File: src/rtl/nou_rpu_pkg.sv
// -----------------------------------------------------------------------------
// nou_rpu_pkg
// Shared types and defaults for the NOU receive packet unit (RPU) controller.
//   rpu_state_e              : sequencing FSM state encoding
//   RPU_BACKOFF_CYCLES_DEF   : default idle cycles after a failed buffer grant
//   RPU_MAX_RETRY_DEF        : default failed grants before an error completion
// NOU_FLIT_SZ_WIDTH gets a fallback value here when the surrounding build does
// not provide one.
// -----------------------------------------------------------------------------
`ifndef NOU_FLIT_SZ_WIDTH
`define NOU_FLIT_SZ_WIDTH 8
`endif

package nou_rpu_pkg;

    typedef enum logic [2:0] {
        RPU_IDLE    = 3'd0,
        RPU_REQ     = 3'd1,
        RPU_BACKOFF = 3'd2,
        RPU_XFER    = 3'd3,
        RPU_RESP    = 3'd4
    } rpu_state_e;

    localparam int RPU_BACKOFF_CYCLES_DEF = 16;
    localparam int RPU_MAX_RETRY_DEF      = 4;

endpackage

File: src/rtl/rpu_flit_cnt.sv
// -----------------------------------------------------------------------------
// rpu_flit_cnt
// Flit index counter for the RPU controller.
//   clk, rst   : clock, asynchronous active-high reset
//   clr        : restart the index at 0 (buffer grant accepted)
//   inc        : advance the index (flit handshake)
//   flit_num   : number of flits in the current packet
//   idx        : current flit index
//   last       : idx addresses the final flit (idx == flit_num - 1)
// -----------------------------------------------------------------------------
`ifndef NOU_FLIT_SZ_WIDTH
`define NOU_FLIT_SZ_WIDTH 8
`endif

module rpu_flit_cnt #(
    parameter int FLIT_W = `NOU_FLIT_SZ_WIDTH
) (
    input  logic              clk,
    input  logic              rst,
    input  logic              clr,
    input  logic              inc,
    input  logic [FLIT_W-1:0] flit_num,
    output logic [FLIT_W-1:0] idx,
    output logic              last
);

    localparam logic [FLIT_W-1:0] ONE = FLIT_W'(1);

    logic [FLIT_W-1:0] idx_q;
    logic [FLIT_W-1:0] idx_d;

    always_comb begin
        idx_d = idx_q;
        if (clr) begin
            idx_d = '0;
        end else if (inc) begin
            idx_d = idx_q + ONE;
        end
    end

    always_ff @(posedge clk or posedge rst) begin
        if (rst) begin
            idx_q <= '0;
        end else begin
            idx_q <= idx_d;
        end
    end

    assign idx = idx_q;
    // For a zero-flit packet flit_num - 1 wraps to all ones; the controller
    // never enters the transfer phase in that case, so the value is unused.
    assign last = (idx_q == (flit_num - ONE));

endmodule

File: src/rtl/rpu_ctrl.sv
// -----------------------------------------------------------------------------
// rpu_ctrl
// Sequencing controller for the NOU receive packet unit. Accepts a decoded
// packet, strobes the RPU register stage, arbitrates for buffer space, issues
// the packet's flits to the AXI write path and returns a completion response.
//
// Ports:
//   clk, rst                     : clock, asynchronous active-high reset
//   pkt_vld / pkt_rdy            : decoded packet handshake (ibd decoder)
//   lreg_vld                     : register stage load strobe (acceptance cycle)
//   pkt_flit_num_q               : registered flit count of the current packet
//   buf_req                      : buffer allocation request
//   gnt_buf_vld / gnt_buf_status : buffer grant (status 1 = no space)
//   flit_vld / flit_rdy          : flit write handshake to the AXI write master
//   flit_idx, flit_last          : current flit index / final-flit flag
//   resp_vld / resp_rdy          : completion response handshake
//   resp_err                     : completion reports exhausted retries
//   busy                         : controller is not idle
//
// Build option NOU_RPU_RETRY_BACKOFF_EN: when defined, failed grants are
// counted, followed by BACKOFF_CYCLES idle cycles, and MAX_RETRY failures end
// the packet with an error completion. When undefined, a failed grant simply
// keeps the request asserted and resp_err is constant 0.
// -----------------------------------------------------------------------------
`ifndef NOU_FLIT_SZ_WIDTH
`define NOU_FLIT_SZ_WIDTH 8
`endif

module rpu_ctrl
    import nou_rpu_pkg::*;
#(
    parameter int FLIT_W         = `NOU_FLIT_SZ_WIDTH,
    parameter int BACKOFF_CYCLES = RPU_BACKOFF_CYCLES_DEF,
    parameter int MAX_RETRY      = RPU_MAX_RETRY_DEF
) (
    input  logic              clk,
    input  logic              rst,
    input  logic              pkt_vld,
    output logic              pkt_rdy,
    output logic              lreg_vld,
    input  logic [FLIT_W-1:0] pkt_flit_num_q,
    output logic              buf_req,
    input  logic              gnt_buf_vld,
    input  logic              gnt_buf_status,
    output logic              flit_vld,
    input  logic              flit_rdy,
    output logic [FLIT_W-1:0] flit_idx,
    output logic              flit_last,
    output logic              resp_vld,
    input  logic              resp_rdy,
    output logic              resp_err,
    output logic              busy
);

    rpu_state_e state_q;
    rpu_state_e state_d;

    logic in_idle;
    logic in_req;
    logic in_xfer;
    logic in_resp;
    logic grant_ok;
    logic flit_hs;

    logic [FLIT_W-1:0] cnt_idx;
    logic              cnt_last;

    assign in_idle  = (state_q == RPU_IDLE);
    assign in_req   = (state_q == RPU_REQ);
    assign in_xfer  = (state_q == RPU_XFER);
    assign in_resp  = (state_q == RPU_RESP);
    assign grant_ok = in_req & gnt_buf_vld & ~gnt_buf_status;
    assign flit_hs  = in_xfer & flit_rdy;

    // The index restarts on every successful grant so a header-only packet
    // still leaves the counter in a known state for the next packet.
    rpu_flit_cnt #(
        .FLIT_W (FLIT_W)
    ) u_flit_cnt (
        .clk      (clk),
        .rst      (rst),
        .clr      (grant_ok),
        .inc      (flit_hs),
        .flit_num (pkt_flit_num_q),
        .idx      (cnt_idx),
        .last     (cnt_last)
    );

`ifdef NOU_RPU_RETRY_BACKOFF_EN
    localparam int RETRY_W = (MAX_RETRY < 1) ? 1 : $clog2(MAX_RETRY + 1);
    localparam int BO_W    = (BACKOFF_CYCLES < 1) ? 1 : $clog2(BACKOFF_CYCLES + 1);

    localparam logic [RETRY_W-1:0] RETRY_MAX = RETRY_W'(MAX_RETRY);
    localparam logic [RETRY_W-1:0] RETRY_ONE = RETRY_W'(1);
    localparam logic [BO_W-1:0]    BO_LAST   = BO_W'(BACKOFF_CYCLES - 1);
    localparam logic [BO_W-1:0]    BO_ONE    = BO_W'(1);

    logic               grant_fail;
    logic [RETRY_W-1:0] retry_cnt_q;
    logic [RETRY_W-1:0] retry_cnt_d;
    logic [RETRY_W-1:0] retry_inc;
    logic [BO_W-1:0]    bo_cnt_q;
    logic [BO_W-1:0]    bo_cnt_d;
    logic               resp_err_q;
    logic               resp_err_d;

    assign grant_fail = in_req & gnt_buf_vld & gnt_buf_status;
    // retry_cnt_q stays below MAX_RETRY while in REQ, so this cannot overflow.
    assign retry_inc  = retry_cnt_q + RETRY_ONE;

    always_comb begin
        state_d     = state_q;
        retry_cnt_d = retry_cnt_q;
        bo_cnt_d    = bo_cnt_q;
        resp_err_d  = resp_err_q;
        unique case (state_q)
            RPU_IDLE: begin
                if (pkt_vld) begin
                    state_d     = RPU_REQ;
                    retry_cnt_d = '0;
                    resp_err_d  = 1'b0;
                end
            end
            RPU_REQ: begin
                if (grant_ok) begin
                    state_d = (pkt_flit_num_q != '0) ? RPU_XFER : RPU_RESP;
                end else if (grant_fail) begin
                    retry_cnt_d = retry_inc;
                    if (retry_inc == RETRY_MAX) begin
                        state_d    = RPU_RESP;
                        resp_err_d = 1'b1;
                    end else begin
                        state_d  = RPU_BACKOFF;
                        bo_cnt_d = '0;
                    end
                end
            end
            RPU_BACKOFF: begin
                // bo_cnt_q counts the backoff cycles already spent; the last
                // one hands control back to REQ.
                if (bo_cnt_q == BO_LAST) begin
                    state_d = RPU_REQ;
                end else begin
                    bo_cnt_d = bo_cnt_q + BO_ONE;
                end
            end
            RPU_XFER: begin
                if (flit_rdy && cnt_last) begin
                    state_d = RPU_RESP;
                end
            end
            RPU_RESP: begin
                if (resp_rdy) begin
                    state_d    = RPU_IDLE;
                    resp_err_d = 1'b0;
                end
            end
            default: begin
                state_d = RPU_IDLE;
            end
        endcase
    end

    always_ff @(posedge clk or posedge rst) begin
        if (rst) begin
            state_q     <= RPU_IDLE;
            retry_cnt_q <= '0;
            bo_cnt_q    <= '0;
            resp_err_q  <= 1'b0;
        end else begin
            state_q     <= state_d;
            retry_cnt_q <= retry_cnt_d;
            bo_cnt_q    <= bo_cnt_d;
            resp_err_q  <= resp_err_d;
        end
    end

    assign resp_err = resp_err_q;
`else
    // A failed grant leaves the FSM in REQ, so buf_req simply stays high.
    always_comb begin
        state_d = state_q;
        unique case (state_q)
            RPU_IDLE: begin
                if (pkt_vld) begin
                    state_d = RPU_REQ;
                end
            end
            RPU_REQ: begin
                if (grant_ok) begin
                    state_d = (pkt_flit_num_q != '0) ? RPU_XFER : RPU_RESP;
                end
            end
            RPU_XFER: begin
                if (flit_rdy && cnt_last) begin
                    state_d = RPU_RESP;
                end
            end
            RPU_RESP: begin
                if (resp_rdy) begin
                    state_d = RPU_IDLE;
                end
            end
            default: begin
                state_d = RPU_IDLE;
            end
        endcase
    end

    always_ff @(posedge clk or posedge rst) begin
        if (rst) begin
            state_q <= RPU_IDLE;
        end else begin
            state_q <= state_d;
        end
    end

    assign resp_err = 1'b0;
`endif

    assign pkt_rdy  = in_idle;
    assign lreg_vld = pkt_vld & in_idle;
    assign buf_req  = in_req;
    assign flit_vld = in_xfer;
    // Index and last flag are only meaningful alongside flit_vld; outside the
    // transfer phase they read as 0 so no stale value lingers on the bus.
    assign flit_idx  = in_xfer ? cnt_idx : '0;
    assign flit_last = in_xfer & cnt_last;
    assign resp_vld  = in_resp;
    assign busy      = ~in_idle;

endmodule
File: config.mk
export PLATFORM = sky130hd
export DESIGN_NAME = rpu_ctrl
export DESIGN_NICKNAME = d
export VERILOG_FILES = /design/src/rtl/nou_rpu_pkg.sv /design/src/rtl/rpu_flit_cnt.sv /design/src/rtl/rpu_ctrl.sv
export SDC_FILE = /design/constraint.sdc
export NUM_CORES = 1
export LEC_CHECK = 0
export BUFFER_PORTS_ARGS = -buffer_cell sky130_fd_sc_hd__buf_4
export CAP_MARGIN = 20
export CELL_PAD_IN_SITES_DETAIL_PLACEMENT = 1
export CELL_PAD_IN_SITES_GLOBAL_PLACEMENT = 2
export CORE_MARGIN = 2
export CORE_UTILIZATION = 29
export CTS_CLUSTER_DIAMETER = 30
export CTS_CLUSTER_SIZE = 30
export DETAILED_ROUTE_END_ITERATION = 7
export GPL_TIMING_DRIVEN = 0
export PLACE_DENSITY = 0.82
export SLEW_MARGIN = 10
export SYNTH_ARGS = -nofsm -noshare
export SYNTH_HDL_FRONTEND = slang
export SYNTH_HIERARCHICAL = 1
export SYNTH_SLANG_ARGS = --single-unit
File: constraint.sdc
create_clock -name clk -period 2.7 [get_ports clk]
set_input_delay 0.135 -clock clk [delete_from_list [all_inputs] [get_ports clk]]
set_output_delay 0.135 -clock clk [all_outputs]
set_load 0.02 [all_outputs]
After elaboration in Yosys (flattened, before gate mapping)
Index checks and enable logic that the tools add are counted.
{"block": "totals", "latchBits": 0, "mem_bits_rw": 0, "reg_bits": 11, "wordCells": 33, "rom_bits": 0, "memories": 0, "out_inout_bits": 16}
{"block": "classes", "n_bitwise": 7, "n_lt_le_gt_ge": 0, "muxes": 9, "shifts": 0, "reduce_logical": 5, "multipliers": 0, "div_mod_pow": 0, "addsub": 2, "n_eq_ne": 8}
{"cell": "$mux 8", "count": 3}
{"cell": "$mux 3", "count": 5}
{"cell": "$pmux 3 s4", "count": 1}
{"cell": "$add 8x1->8 const B", "count": 1}
{"cell": "$eq 8x8->1", "count": 1}
{"cell": "$reduce_bool 8->1", "count": 1}
{"cell": "$sub 8x1->8 const B", "count": 1}
{"cell": "$ne 2x1->1 const B", "count": 3}
{"cell": "$and 1x1->1", "count": 5}
{"cell": "$reduce_and 4->1", "count": 1}
{"cell": "$eq 3x1->1 const B", "count": 1}
{"cell": "$eq 3x2->1 const B", "count": 1}
{"cell": "$eq 3x3->1 const B", "count": 1}
{"cell": "$logic_not 3->1", "count": 1}
{"cell": "$ne 2x2->1 const B", "count": 1}
{"cell": "$not 1->1", "count": 2}
{"cell": "$reduce_bool 2->1", "count": 1}
{"cell": "$logic_and 1x1->1", "count": 1}

Longest topological paths before layout
{"block": "logic_depth", "word_depth": 5, "depth_mapped": 12, "depth_no_buf": 10}

Cells and area by module
The synthesis kept the hierarchy.
{"module": "rpu_flit_cnt", "n_inst": 1, "cells_per_inst": 85, "area_per_inst_um2": 729.4, "seq_area_each_um2": 200.2}
{"module": "rpu_ctrl", "n_inst": 1, "cells_per_inst": 40, "area_per_inst_um2": 332.8, "seq_area_each_um2": 75.1}

Least setup slack after synthesis
OpenSTA, ideal clock, no wires.
{"block": "synth_path", "kind": "input -> register", "start": "input pkt_flit_num_q[0]", "end": "register state_q[1]", "t_required_ns": 2.605, "arrival_ns": 1.921, "n_path_buf": 1, "path_slack_ns": 0.683, "cell_stages": 9, "setup_ns": 0.095, "cell_sequence": "buf_6 or4b_1 a21oi_1 o21a_2 o211ai_2 a2111oi_2 nand2_1 a22o_1 o31ai_1"}
{"block": "synth_between", "elab_chain_len": 5, "elab_cells_between_ends": 9}
{"element": "start: declaration", "line": "rpu_ctrl.sv:41", "text": "input logic [FLIT_W-1:0] pkt_flit_num_q,"}
{"element": "$sub 8x1->8", "line": "rpu_flit_cnt.sv:52", "text": "assign last = (idx_q == (flit_num - ONE));"}
{"element": "$eq 8x8->1", "line": "rpu_flit_cnt.sv:52"}
{"element": "via cnt_last", "line": "rpu_ctrl.sv:66", "text": "logic cnt_last;"}
{"element": "$logic_and 1x1->1", "line": "rpu_ctrl.sv:195", "text": "if (flit_rdy && cnt_last) begin"}
{"element": "$ne 2x1->1 (no source line)"}
{"element": "$reduce_and 4->1 (no source line)"}
{"element": "end signal: assignment", "line": "rpu_ctrl.sv:214", "text": "state_q <= state_d;"}
{"element": "end: declaration", "line": "rpu_ctrl.sv:55", "text": "rpu_state_e state_q;"}
The timed path passes the listed nets, and every way through them passes these cells. The select of a mux whose other input is x is not followed.
A chain may end at the register's enable or synchronous reset.

Worst setup path after layout
{"block": "layout_path", "start": "register u_flit_cnt.idx_q[4] (netlist: u_flit_cnt/idx[4])", "end": "output flit_last"}
{"block": "layout_between", "elab_chain_len": 2}
{"element": "start: declaration", "line": "rpu_flit_cnt.sv:29", "text": "logic [FLIT_W-1:0] idx_q;"}
{"element": "start signal: assignment", "line": "rpu_flit_cnt.sv:45", "text": "idx_q <= idx_d;"}
{"element": "$eq 8x8->1", "line": "rpu_flit_cnt.sv:52"}
{"element": "via cnt_last", "line": "rpu_ctrl.sv:66"}
{"element": "$and 1x1->1", "line": "rpu_ctrl.sv:228", "text": "assign flit_last = in_xfer & cnt_last;"}
{"element": "end: declaration", "line": "rpu_ctrl.sv:48", "text": "output logic flit_last,"}
The timed path passes the listed nets, and every way through them passes these cells.

==> results by group <==
Critical path
  – CP top delay family: compound AO/OA/AOI/OAI gates
  – Kind of critical path: reg -> out
  – Worst path cell trace: xnor2_1, a32oi_1, o211ai_1, o211ai_2, a2111oi_2, and2_1, buf_4
  – CP max FO: 6
  – Critical Path End Type: output port
  – Crit-path slowest cell: dfrtp_1
  – CP startpoint kind: flop
  – CP bufs+invs: 1
  – WP data arrival: between 2000 and 2500 ps
  – Worst path max stage delay: 450 ps
  – CP Data Required Time: 2570 ps

Place
  – Port Buffers: 29
  – Gpl congestion: 0.794
  – Area after DPL: 0.00134 mm2
  – Hpwl dp: 2.42 mm

Synthesis
  – Cells after synthesis: 125
  – Mapped Avg Cell Area: between 8 and 9 um2
  – Flops & latches, synth: 11
  – Synth async-reset ratio: 100%
  – Register area share after synthesis: between 20% and 30%
  – Syn Nets: 142
  – Post-synth EDFFs: 0
  – Syn Std Cell Area: 0.00106 mm2
  – Distinct cells, synth: 46
  – Synth warn: 6
  – Synth Flop Type: dfrtp_1

Drt
  – Post-DRT Antenna Nets: 0
  – Final WL: 2.95 mm
  – Vias per cell: 5.05
  – Via count: 1035
  – DR iter-0 viols: 40
  – Wire per inst: between 10 and 15 um
  – Pre-antenna DRT Iters: 2
  – Drt drc: 0

CTS
  – Worst-Skew Late Latency: about 260 ps
  – CTS Root Cell: clkbuf_4
  – CTS HTree Levels: 1
  – CTS Sinks: 11
  – Postcts setup bufs: 0
  – TritonCTS Buffers: 3
  – CTS clock-pin slew for the worst setup and hold paths: ~70 ps
  – Clock buffer depth: 2
  – CTS tree: yes

Power
  – Leak Pwr: between 0.6 and 0.7 nW
  – Peak VDD IR: 252 uV
  – Sw frac: 43.9%
  – Sequential power share: between 30% and 40%
  – Clock Power Share: 13.8%
  – Psw: around 0.00036 W
  – Pwr Density: 598 mW/mm2
  – Internal: 0.000461 W
  – Logic pwr share: 53.0%

GRT
  – Vias in the first global route: 1074
  – GRT Util Overall: between 10% and 20%
  – Grt total ovfl: 0
  – Initial antenna violation count: 0
  – Global-route wire length before repair: ~5.2 mm
  – Pin count of the biggest net entering global routing: 11

Layout
  – Antenna cell count: 0
  – Post-route cell area: 0.00137 mm2
  – Layout filler cell count: 421
  – Commonest cells after routing, fill and taps aside: buf_4 (31), and2_1 (12), nor2_1 (12)
  – Share of cells above drive strength 1: 28.9%
  – Area growth syn-to-layout: 29.3%
  – Final nets: about 180
  – Commonest non-fill, non-tap cell in the layout: buf_4

STA
  – F_max: 425 MHz
  – Tcrit/Tclk final: 87.1%
  – Layout Skew: between 0.8 and 0.9 ps
  – Final Max Tran Viols: 0
  – Final hold vios: 0
  – RSZ-0062 raised after global routing: false
  – Final number of setup-violating endpoints: 0
  – Setup tns final: 0 ps
  – Final min period: 2350 ps

Run status
  – Outcome: finished clean

Floorplanning
  – Die Y-Extent: 64.5 um
  – Starting Density: 31.1%
  – Die X: 64.5 um
  – FP Rows: 21
  – Die area: 0.00416 mm2
  – Core area: 0.00342 mm2
  – I/O pins: 31

Flow run
  – Maxcap violations: 0

Worst hold path
  – Min-delay worst type: in -> reg
power groups by stage:
stage / Combinational (W) / Clock [W] / Sequential, W
5_1_grt: 0.000483 / 0.000130 / 0.000283
2_1_floorplan: 0.000294 / 0 / 0.000259
6_report: 0.000435 / 0.000113 / 0.000273
3_5_place_dp: 0.000442 / 0 / 0.000277
4_1_cts: 0.000446 / 0.000118 / 0.000273
3_3_place_gp: 0.000430 / 0 / 0.000273
path summary, 6_finish.rpt:
path	startpoint	endpoint	slack (ps)	cells past startpoint
worst max-delay path	u_flit_cnt/idx[4]	flit_last	350	7
worst min-delay path	flit_rdy	state_q[1]	200	4
worst max register to register	u_flit_cnt/idx[4]	state_q[1]	400	8
worst min register to register	u_flit_cnt/idx[7]	u_flit_cnt/idx[7]	600	2
max in group asynchronous	rst	u_flit_cnt/idx[3]	2070	3
min in group asynchronous	rst	state_q[1]	300	3
timing repair:
item | 4_1_cts | 5_1_grt
endpoints found under the hold margin | 11 | 0
gates resized for setup | 0 | 0
hold buffers | 1 | 0
stage by stage:
stage | std cells | power (W) | util (%) | hold slack (ps) | worst slack [ps]
5_1_grt | 205 | 0.000896 | 40.2 | 229 | 106
3_5_place_dp | 200 | 0.000719 | 39.2 | 29.2 | 276
4_1_cts | 205 | 0.000837 | 40.2 | 207 | 299
2_1_floorplan | 125 | 0.000553 | - | -111 | 683
3_3_place_gp | 200 | 0.000704 | 39.2 | 20.1 | 327
6_report | 205 | 0.000821 | 40.2 | 202 | 348
state kept, by name (all words and copies together) (netlist names):
signal          cells
u_flit_cnt/idx      8
state_q             3
per-layer routing:
layer  up-vias  wire (um)  track usage, %
met1       512       1410            20.3
met2        12       1460            27.0
met3         2         73            2.26
li1        509          -               -
met5         -          0               0
met4         0          8            3.99
cells by family (layout without fill, tap and decap cells):
group,count (synthesis),in the layout,synth area share [%]
adder cells (fa/ha/maj),2,2,2.36
AO/OA/AOI/OAI,25,25,18.3
flip-flops,11,11,25.9
buffers and inverters,15,49,8.60
multiplexers,2,2,1.88
XOR/XNOR,14,14,11.5
other,1,1,0.353
AND/OR/NAND/NOR,55,55,31.1
synth_stat cells (3+ instances only):
master / instances / share of area, %
nand4_1: 3 / 1.8
nor4_1: 3 / 1.8
o21ai_0: 4 / 1.9
inv_1: 7 / 2.5
xnor2_1: 8 / 6.6
and2_1: 12 / 7.1
nand2_1: 5 / 1.8
a21oi_1: 4 / 1.9
nand2b_1: 3 / 1.8
nor3_1: 4 / 1.9
dfrtp_1: 11 / 26
xor2_1: 6 / 4.9
nor2_1: 12 / 4.2
cell type report:
cell class              instances  area (um2)  area share (%)
plain buffers                   8        65.1            4.74
clock buffers                   4        26.3            1.91
inverters                       7        26.3            1.91
multi-input cells              99         696            50.6
flip-flops and latches         11         275            20.0
well taps                      46        57.6            4.19
repair buffers                 30         228            16.6
tightest hold or removal path, delay by kind of cell:
kind | cells | cell delay [ps]
compound gates | 1 | 60
buf+inv | 1 | 80
simple gates | 2 | 150
No activity file was read; power rests on OpenSTA's default activity.
